[config.mk]
export PLATFORM = sky130hd
export DESIGN_NAME = multi_alarm_ctrl_flat
export DESIGN_NICKNAME = d
export VERILOG_FILES = /design/src/rtl/multi_alarm_ctrl_if.sv /design/src/rtl/multi_alarm_ctrl.sv /design/src/flat_wrapper.sv
export SDC_FILE = /design/constraint.sdc
export NUM_CORES = 1
export LEC_CHECK = 0
export CAP_MARGIN = 5
export CORE_AREA = 2 2 185 187
export DETAILED_ROUTE_END_ITERATION = 12
export DIE_AREA = 0 0 187 189
export PLACE_DENSITY = 0.5
export SYNTH_ARGS = -nofsm -noshare
export SYNTH_HDL_FRONTEND = slang
export SYNTH_SLANG_ARGS = --single-unit
export TNS_END_PERCENT = 30
[constraint.sdc]
create_clock -name clk_sys -period 4.2 [get_ports clk_sys]
set_input_delay 1.26 -clock clk_sys [delete_from_list [all_inputs] [get_ports clk_sys]]
set_output_delay 1.26 -clock clk_sys [all_outputs]
set_load 0.05 [all_outputs]
[src/rtl/multi_alarm_ctrl_if.sv]
// User-interface bus between the alarm-setting front end and the alarm bank:
// button pulses and selection in, selected alarm time and edit cursor out.
interface multi_alarm_ctrl_if;
    logic [4:0]  btn;
    logic        edit_en;
    logic [2:0]  sel_alarm;
    logic [19:0] sel_time;
    logic [2:0]  edit_digit;

    modport master (
        output btn,
        output edit_en,
        output sel_alarm,
        input  sel_time,
        input  edit_digit
    );

    modport slave (
        input  btn,
        input  edit_en,
        input  sel_alarm,
        output sel_time,
        output edit_digit
    );
endinterface

[src/rtl/multi_alarm_ctrl.sv]
// Bank of NUM_ALARMS BCD alarms with digit editing, arming, ring timeout and snooze.
// Per-alarm states:
//   DISARMED | alarm ignored
//   ARMED    | waiting for cur_time to equal the stored time
//   RINGING  | alarm active, counting towards RING_SEC auto-stop
//   SNOOZED  | silenced, counting towards SNOOZE_SEC before ringing again
module multi_alarm_ctrl #(
    parameter int NUM_ALARMS = 4,
    parameter int RING_SEC   = 60,
    parameter int SNOOZE_SEC = 300
) (
    input  logic                  clk_sys,
    input  logic                  rstn,
    input  logic                  tick_1hz,
    input  logic [19:0]           cur_time,
    multi_alarm_ctrl_if.slave     ui,
    output logic [NUM_ALARMS-1:0] armed,
    output logic                  ringing,
    output logic [2:0]            ring_id
);

    typedef enum logic [1:0] {DISARMED, ARMED, RINGING, SNOOZED} alarm_state_t;

    localparam logic [4:0] BTN_UP    = 5'b10000;
    localparam logic [4:0] BTN_LEFT  = 5'b01000;
    localparam logic [4:0] BTN_MID   = 5'b00100;
    localparam logic [4:0] BTN_DOWN  = 5'b00010;
    localparam logic [4:0] BTN_RIGHT = 5'b00001;

    localparam logic [8:0] RING_LAST   = 9'(RING_SEC - 1);
    localparam logic [8:0] SNOOZE_LAST = 9'(SNOOZE_SEC - 1);
    localparam logic [3:0] NUM_ALARMS4 = 4'(NUM_ALARMS);

    alarm_state_t           state_q [NUM_ALARMS];
    alarm_state_t           state_d [NUM_ALARMS];
    logic [8:0]             cnt_q   [NUM_ALARMS];
    logic [8:0]             cnt_d   [NUM_ALARMS];
    logic [19:0]            time_q  [NUM_ALARMS];
    logic [19:0]            time_d  [NUM_ALARMS];
    logic [2:0]             digit_q;
    logic [2:0]             digit_d;
    logic                   tick_dly;
    logic                   edit_ok;
    logic                   ringing_d;
    logic [2:0]             ring_id_d;
    logic [NUM_ALARMS-1:0]  armed_d;
    logic [19:0]            sel_time_c;

    function automatic logic [3:0] wrap_step(input logic [3:0] v, input logic [3:0] top,
                                             input logic up);
        if (up)
            return (v >= top) ? 4'd0 : v + 4'd1;
        return (v == 4'd0) ? top : v - 4'd1;
    endfunction

    // One UP/DOWN step on the digit under the cursor, keeping hh within 00..23.
    function automatic logic [19:0] edit_time(input logic [19:0] t, input logic [2:0] digit,
                                              input logic up);
        logic [1:0] hh_h;
        logic [3:0] hh_l;
        logic [2:0] mm_h;
        logic [3:0] mm_l;
        logic [2:0] ss_h;
        logic [3:0] ss_l;
        logic [3:0] tmp;
        hh_h = t[19:18];
        hh_l = t[17:14];
        mm_h = t[13:11];
        mm_l = t[10:7];
        ss_h = t[6:4];
        ss_l = t[3:0];
        tmp  = 4'd0;
        case (digit)
            3'd0: ss_l = wrap_step(ss_l, 4'd9, up);
            3'd1: begin
                tmp  = wrap_step({1'b0, ss_h}, 4'd5, up);
                ss_h = tmp[2:0];
            end
            3'd2: mm_l = wrap_step(mm_l, 4'd9, up);
            3'd3: begin
                tmp  = wrap_step({1'b0, mm_h}, 4'd5, up);
                mm_h = tmp[2:0];
            end
            3'd4: hh_l = wrap_step(hh_l, (hh_h == 2'd2) ? 4'd3 : 4'd9, up);
            3'd5: begin
                if (up) begin
                    case (hh_h)
                        2'd0:    hh_h = 2'd1;
                        2'd1:    hh_h = (hh_l > 4'd3) ? 2'd0 : 2'd2;
                        default: hh_h = 2'd0;
                    endcase
                end else begin
                    case (hh_h)
                        2'd0:    hh_h = (hh_l > 4'd3) ? 2'd1 : 2'd2;
                        2'd1:    hh_h = 2'd0;
                        default: hh_h = 2'd1;
                    endcase
                end
            end
            default: ;
        endcase
        return {hh_h, hh_l, mm_h, mm_l, ss_h, ss_l};
    endfunction

    always_comb begin
        edit_ok = !ringing && ui.edit_en && ({1'b0, ui.sel_alarm} < NUM_ALARMS4);

        digit_d = digit_q;
        if (!ui.edit_en) begin
            digit_d = 3'd0;
        end else if (edit_ok) begin
            if (ui.btn == BTN_LEFT)
                digit_d = (digit_q == 3'd5) ? 3'd0 : digit_q + 3'd1;
            else if (ui.btn == BTN_RIGHT)
                digit_d = (digit_q == 3'd0) ? 3'd5 : digit_q - 3'd1;
        end

        for (int i = 0; i < NUM_ALARMS; i++) begin
            state_d[i] = state_q[i];
            cnt_d[i]   = cnt_q[i];
            time_d[i]  = time_q[i];

            if (tick_1hz) begin
                if (state_q[i] == RINGING) begin
                    if (cnt_q[i] == RING_LAST) begin
                        state_d[i] = ARMED;
                        cnt_d[i]   = 9'd0;
                    end else begin
                        cnt_d[i] = cnt_q[i] + 9'd1;
                    end
                end else if (state_q[i] == SNOOZED) begin
                    if (cnt_q[i] == SNOOZE_LAST) begin
                        state_d[i] = RINGING;
                        cnt_d[i]   = 9'd0;
                    end else begin
                        cnt_d[i] = cnt_q[i] + 9'd1;
                    end
                end
            end

            if (ringing && ring_id == 3'(i)) begin
                if (ui.btn == BTN_MID) begin
                    state_d[i] = ARMED;
                    cnt_d[i]   = 9'd0;
                end else if (ui.btn == BTN_DOWN) begin
                    state_d[i] = SNOOZED;
                    cnt_d[i]   = 9'd0;
                end
            end else if (edit_ok && ui.sel_alarm == 3'(i)) begin
                if (ui.btn == BTN_MID) begin
                    state_d[i] = (state_q[i] == DISARMED) ? ARMED : DISARMED;
                    cnt_d[i]   = 9'd0;
                end else if (ui.btn == BTN_UP || ui.btn == BTN_DOWN) begin
                    time_d[i] = edit_time(time_q[i], digit_q, ui.btn == BTN_UP);
                end
            end

            // Match looks at the pre-edit state and time, so it overrides any button result.
            if (state_q[i] == ARMED && tick_dly && cur_time == time_q[i]) begin
                state_d[i] = RINGING;
                cnt_d[i]   = 9'd0;
            end
        end

        ringing_d = 1'b0;
        ring_id_d = 3'd0;
        armed_d   = '0;
        for (int i = NUM_ALARMS - 1; i >= 0; i--) begin
            armed_d[i] = (state_d[i] != DISARMED);
            if (state_d[i] == RINGING) begin
                ringing_d = 1'b1;
                ring_id_d = 3'(i);
            end
        end
    end

    always_comb begin
        sel_time_c = 20'h0;
        for (int i = 0; i < NUM_ALARMS; i++) begin
            if (ui.sel_alarm == 3'(i))
                sel_time_c = time_q[i];
        end
    end

    assign ui.sel_time   = sel_time_c;
    assign ui.edit_digit = digit_q;

    always_ff @(posedge clk_sys or negedge rstn) begin
        if (!rstn) begin
            tick_dly <= 1'b0;
            digit_q  <= 3'd0;
            armed    <= '0;
            ringing  <= 1'b0;
            ring_id  <= 3'd0;
            for (int i = 0; i < NUM_ALARMS; i++) begin
                state_q[i] <= DISARMED;
                cnt_q[i]   <= 9'd0;
                time_q[i]  <= 20'h0;
            end
        end else begin
            tick_dly <= tick_1hz;
            digit_q  <= digit_d;
            armed    <= armed_d;
            ringing  <= ringing_d;
            ring_id  <= ring_id_d;
            for (int i = 0; i < NUM_ALARMS; i++) begin
                state_q[i] <= state_d[i];
                cnt_q[i]   <= cnt_d[i];
                time_q[i]  <= time_d[i];
            end
        end
    end

endmodule

[src/flat_wrapper.sv]
// flat-port wrapper written by rule: the top's interface ports become plain ports
module multi_alarm_ctrl_flat 
#(
    parameter int NUM_ALARMS = 4,
    parameter int RING_SEC   = 60,
    parameter int SNOOZE_SEC = 300
)
  (clk_sys, rstn, tick_1hz, cur_time, armed, ringing, ring_id, ui_btn, ui_edit_en, ui_sel_alarm, ui_sel_time, ui_edit_digit);
  multi_alarm_ctrl_if ui_i ();
  input  logic clk_sys;
  input  logic rstn;
  input  logic tick_1hz;
  input  logic [19:0] cur_time;
  output logic [NUM_ALARMS-1:0] armed;
  output logic ringing;
  output logic [2:0] ring_id;
  input wire logic [$bits(ui_i.btn)-1:0] ui_btn;
  input wire logic [$bits(ui_i.edit_en)-1:0] ui_edit_en;
  input wire logic [$bits(ui_i.sel_alarm)-1:0] ui_sel_alarm;
  output wire logic [$bits(ui_i.sel_time)-1:0] ui_sel_time;
  output wire logic [$bits(ui_i.edit_digit)-1:0] ui_edit_digit;
  assign ui_i.btn = ui_btn;
  assign ui_i.edit_en = ui_edit_en;
  assign ui_i.sel_alarm = ui_sel_alarm;
  assign ui_sel_time = ui_i.sel_time;
  assign ui_edit_digit = ui_i.edit_digit;
  multi_alarm_ctrl #(.NUM_ALARMS(NUM_ALARMS), .RING_SEC(RING_SEC), .SNOOZE_SEC(SNOOZE_SEC)) u_core (.clk_sys(clk_sys), .rstn(rstn), .tick_1hz(tick_1hz), .cur_time(cur_time), .ui(ui_i), .armed(armed), .ringing(ringing), .ring_id(ring_id));
endmodule
==> flow_metrics.tcl <==
set metrics [dict create \
    floorplan.die.height_um 189 \
    ys_async_sr_fraction_pct 100 \
    cts.repair.resized 0 \
    critical_path_end_type "primary output" \
    maxSlewHeadroom_pct 29.6 \
    grt_use_total_pct 19.9 \
    core_area_sq_mm 0.0333 \
    post_synth_instance_area_sq_mm 0.0112 \
    timing.fmax_mhz 247 \
    status "finished clean" \
    first_pass_grt_wire_length_um 55400 \
    die_extent_in_x_um 187 \
    syn2layout_area_growth_pct 16.7 \
    cts_post_setup_buffers_inserted 0 \
    peakVddDrop_uv 273 \
    timing.setup.critical_path_class "primary input to primary output" \
    htreeDepth 4 \
    depth_of_the_worst_register_to_register_path 6 \
    hold_viol_final 0 \
    critical_path.reg2reg.startpoint "u_core.time_q[27]" \
    path_cells "clkdlybuf4s50_1, buf_12, mux4_2, nor2b_1, buf_12" \
    cts_buffer_depth 2 \
    hold_path.class "flop to flop" \
    tritoncts "done" \
    insertedDiodeCount 0 \
    grt_setup_unrepaired "false" \
    cts_made_buffers 17 \
    buffer_ports.inserted 61 \
    route.antenna.remaining_nets 0 \
    synth_seq_area_share_pct 30.3 \
    drt-initial-drc-count 773 \
    worstHoldPathCells 2 \
    synth_warnings 0 \
    floorplan.die_area_sq_mm 0.0353 \
    power_uw 3820 \
    holdPathEnd "u_core.cnt_q[28]" \
    power_density_mw_per_mm2 294 \
    syn_nets 1439 \
    finClkSkew_ns 0.0134 \
    num_vias 10086 \
    detailedPlacementHpwl_um 24800 \
    start_util_pct 33.5 \
    fraction_of_layout_cells_with_a_size_suffix_above_1_pct 8.25 \
    report.final.slew_viol_count 0 \
    remaining_drc_errors 0 \
    clock_tree.root_cell "sky130_fd_sc_hd__clkbuf_16" \
    tightestPinTransition_ns 1.05 \
    via_count_of_the_first_global_routing_pass 9696 \
    synth.lib_cells_used.distinct 72 \
    worstReg2RegEnd "u_core.cnt_q[10]" \
    cellLeakagePower_uw 0.00525 \
    placement_stage_worst_setup_slack_ns 0.184 \
    syn_area_per_cell_sq_um 8.42 \
    globalRouteOverflowTotal 0 \
    vias_per_cell 5.58 \
    critPathMaxStageDelay_ns 0.57 \
    setup_viol 0 \
    cts_sinks 135 \
    synthFlopType "sky130_fd_sc_hd__dfrtp_1" \
    clk-insertion-delay-late_ns 0.44 \
    hold_start "u_core.cnt_q[28]" \
    worst_ep_required_time_ns 2.94 \
    final_net_count 1460 \
    reg_clk_slew_reported_paths_ns 0.07 \
    max_fanout_on_critical_path 24 \
    number_of_antenna_violations_at_the_first_check_in_global_routing 0 \
    max_cap_viol_count 0 \
    routabilityCongestion 0.862 \
    cts.hold.buffers_added 0 \
    dr.pass1.iters 5 \
    setup.reg_to_reg.worst_slack_ns 1.70 \
    netlist.area_leader.share_pct 30.3 \
    final.fill_count 3369 \
    core.rowCount 67 \
    synth_cells 1324 \
    share_of_the_cycle_needed_by_the_critical_path_after_routing_pct 96.3 \
    synth_area_leader_cell "sky130_fd_sc_hd__dfrtp_1" \
    num_io_pins 63 \
    route.final.wire_length_um 34500 \
    synth.area.top_cells "sky130_fd_sc_hd__dfrtp_1 (30%), sky130_fd_sc_hd__ha_1 (9.3%), sky130_fd_sc_hd__xor2_1 (5.3%)" \
    critPathMostFrequentCell "sky130_fd_sc_hd__buf_12" \
    worst_slack_ns 0.156 \
    timing.final.crit_period_ns 4.04 \
    crit_arrival_ns 2.78 \
    utilization_pct 39.1 \
    synth_edf_count 0 \
    postSynthRegisterBits 135 \
    critical-path-slowest-cell "sky130_fd_sc_hd__clkdlybuf4s50_1" \
    worstSetupStartpointType "primary input" \
    grt_max_degree 101 \
    final_routed_wire_length_divided_by_cell_count_um 19.1 \
]
==> metal layers <==
layer / global-route usage, % / routed length (um) / vias to the layer above
li1: - / - / 4882
met1: 28.0 / 16600 / 4923
met2: 32.1 / 15800 / 245
met3: 2.56 / 1420 / 36
met4: 5.65 / 640 / 0
met5: 0 / 0 / -
==> worst max-delay path, delay by kind of cell <==
kind,cells,cell delay [ns]
and+or+nand+nor,1,0.18
buffers and inverters,3,0.98
muxes,1,0.35
==> cell usage after synthesis (all sizes together) (9+ instances only) <==
cell type and n:
o31ai 37, inv 72, a22oi 9, nand4 19
xor2 68, or3 12, xnor2 41, ha 83
buf 14, nand2b 22, dfrtp 135, a311oi 10
mux4 20, nand2 98, a211oi 9, nor2 110
mux2i 11, and2 10, a31oi 30, a21oi 65
nor3b 9, o21ai 111, clkbuf 64, a21o 9
nor3 47, nand3 25, o22ai 23, and3 16
nor2b 26, nor4 34
==> cell families after synthesis <==
family / after synthesis / synth area share, %
compound gates: 355 / 20.3
xor+xnor: 109 / 8.56
fa+ha+maj: 83 / 9.31
buf+inv: 150 / 5.14
flops: 135 / 30.3
mux: 35 / 5.43
other cells: 1 / 0.0336
simple gates: 456 / 20.9
==> sequential cells by signal, indices dropped and copies added, names as in the netlist <==
register	cells
u_core.time_q	80
u_core.state_q	8
u_core.ui.edit_digit	3
u_core.ringing	1
u_core.cnt_q	36
u_core.ring_id	2
u_core.tick_dly	1
u_core.armed	4
==> stage by stage <==
stage	setup TNS, ns	std cells	area (sq um)	hold WS [ns]
6_report	0	1806	13000	0.553
3_3_place_gp	0	1774	12400	0.535
2_1_floorplan	-0.961	1324	11200	0.501
4_1_cts	0	1806	13000	0.557
3_5_place_dp	0	1774	12400	0.546
5_1_grt	0	1806	13000	0.568
==> layout make-up <==
type | count | area (sq um) | area share, %
clock buffer | 18 | 439 | 3.37
tap | 448 | 561 | 4.31
multi-input combinational | 1039 | 7220 | 55.5
clock inverter | 14 | 153 | 1.17
inverter | 72 | 270 | 2.08
timing repair buffer | 80 | 987 | 7.59
sequential | 135 | 3380 | 26.0
==> cell usage in the layout (no fill, tap or decap), types with 11 or more instances in the layout <==
master / instances
sky130_fd_sc_hd__dfrtp_1: 135
sky130_fd_sc_hd__o21ai_0: 111
sky130_fd_sc_hd__nor2_1: 110
sky130_fd_sc_hd__nand2_1: 98
sky130_fd_sc_hd__ha_1: 83
sky130_fd_sc_hd__inv_1: 72
sky130_fd_sc_hd__xor2_1: 68
sky130_fd_sc_hd__a21oi_1: 65
sky130_fd_sc_hd__nor3_1: 46
sky130_fd_sc_hd__xnor2_1: 41
sky130_fd_sc_hd__clkdlybuf4s50_1: 39
sky130_fd_sc_hd__o31ai_1: 37
sky130_fd_sc_hd__nor4_1: 33
sky130_fd_sc_hd__a31oi_1: 30
sky130_fd_sc_hd__nand3_1: 24
sky130_fd_sc_hd__nor2b_1: 23
sky130_fd_sc_hd__o22ai_1: 23
sky130_fd_sc_hd__buf_12: 23
sky130_fd_sc_hd__nand2b_1: 22
sky130_fd_sc_hd__mux4_2: 20
sky130_fd_sc_hd__nand4_1: 19
sky130_fd_sc_hd__clkbuf_16: 17
sky130_fd_sc_hd__buf_4: 16
sky130_fd_sc_hd__and3_1: 15
sky130_fd_sc_hd__or3_1: 12
sky130_fd_sc_hd__mux2i_1: 11
==> where the power goes <==
group	internal [uW]	switching [uW]	total (uW)
Combinational	289	407	696
Sequential	1420	155	1570
Clock	859	695	1550
Total	2570	1260	3820
==> worst max-delay path by stage <==
| stage | end | start | depth (start not counted) | slack [ns] |
|---|---|---|---|---|
| 3_5_place_dp | ui_sel_time[6] | ui_sel_alarm[1] | 5 | 0.18 |
| 4_1_cts | ui_sel_time[6] | ui_sel_alarm[1] | 5 | 0.17 |
| 6_report | ui_sel_time[6] | ui_sel_alarm[1] | 5 | 0.16 |
| 2_1_floorplan | ui_sel_time[13] | ui_sel_alarm[1] | 5 | -0.13 |
| 5_1_grt | ui_sel_time[6] | ui_sel_alarm[1] | 5 | 0.13 |
| 3_3_place_gp | ui_sel_time[6] | ui_sel_alarm[1] | 5 | 0.18 |
Note: power is estimated with default switching activity, not from simulation.
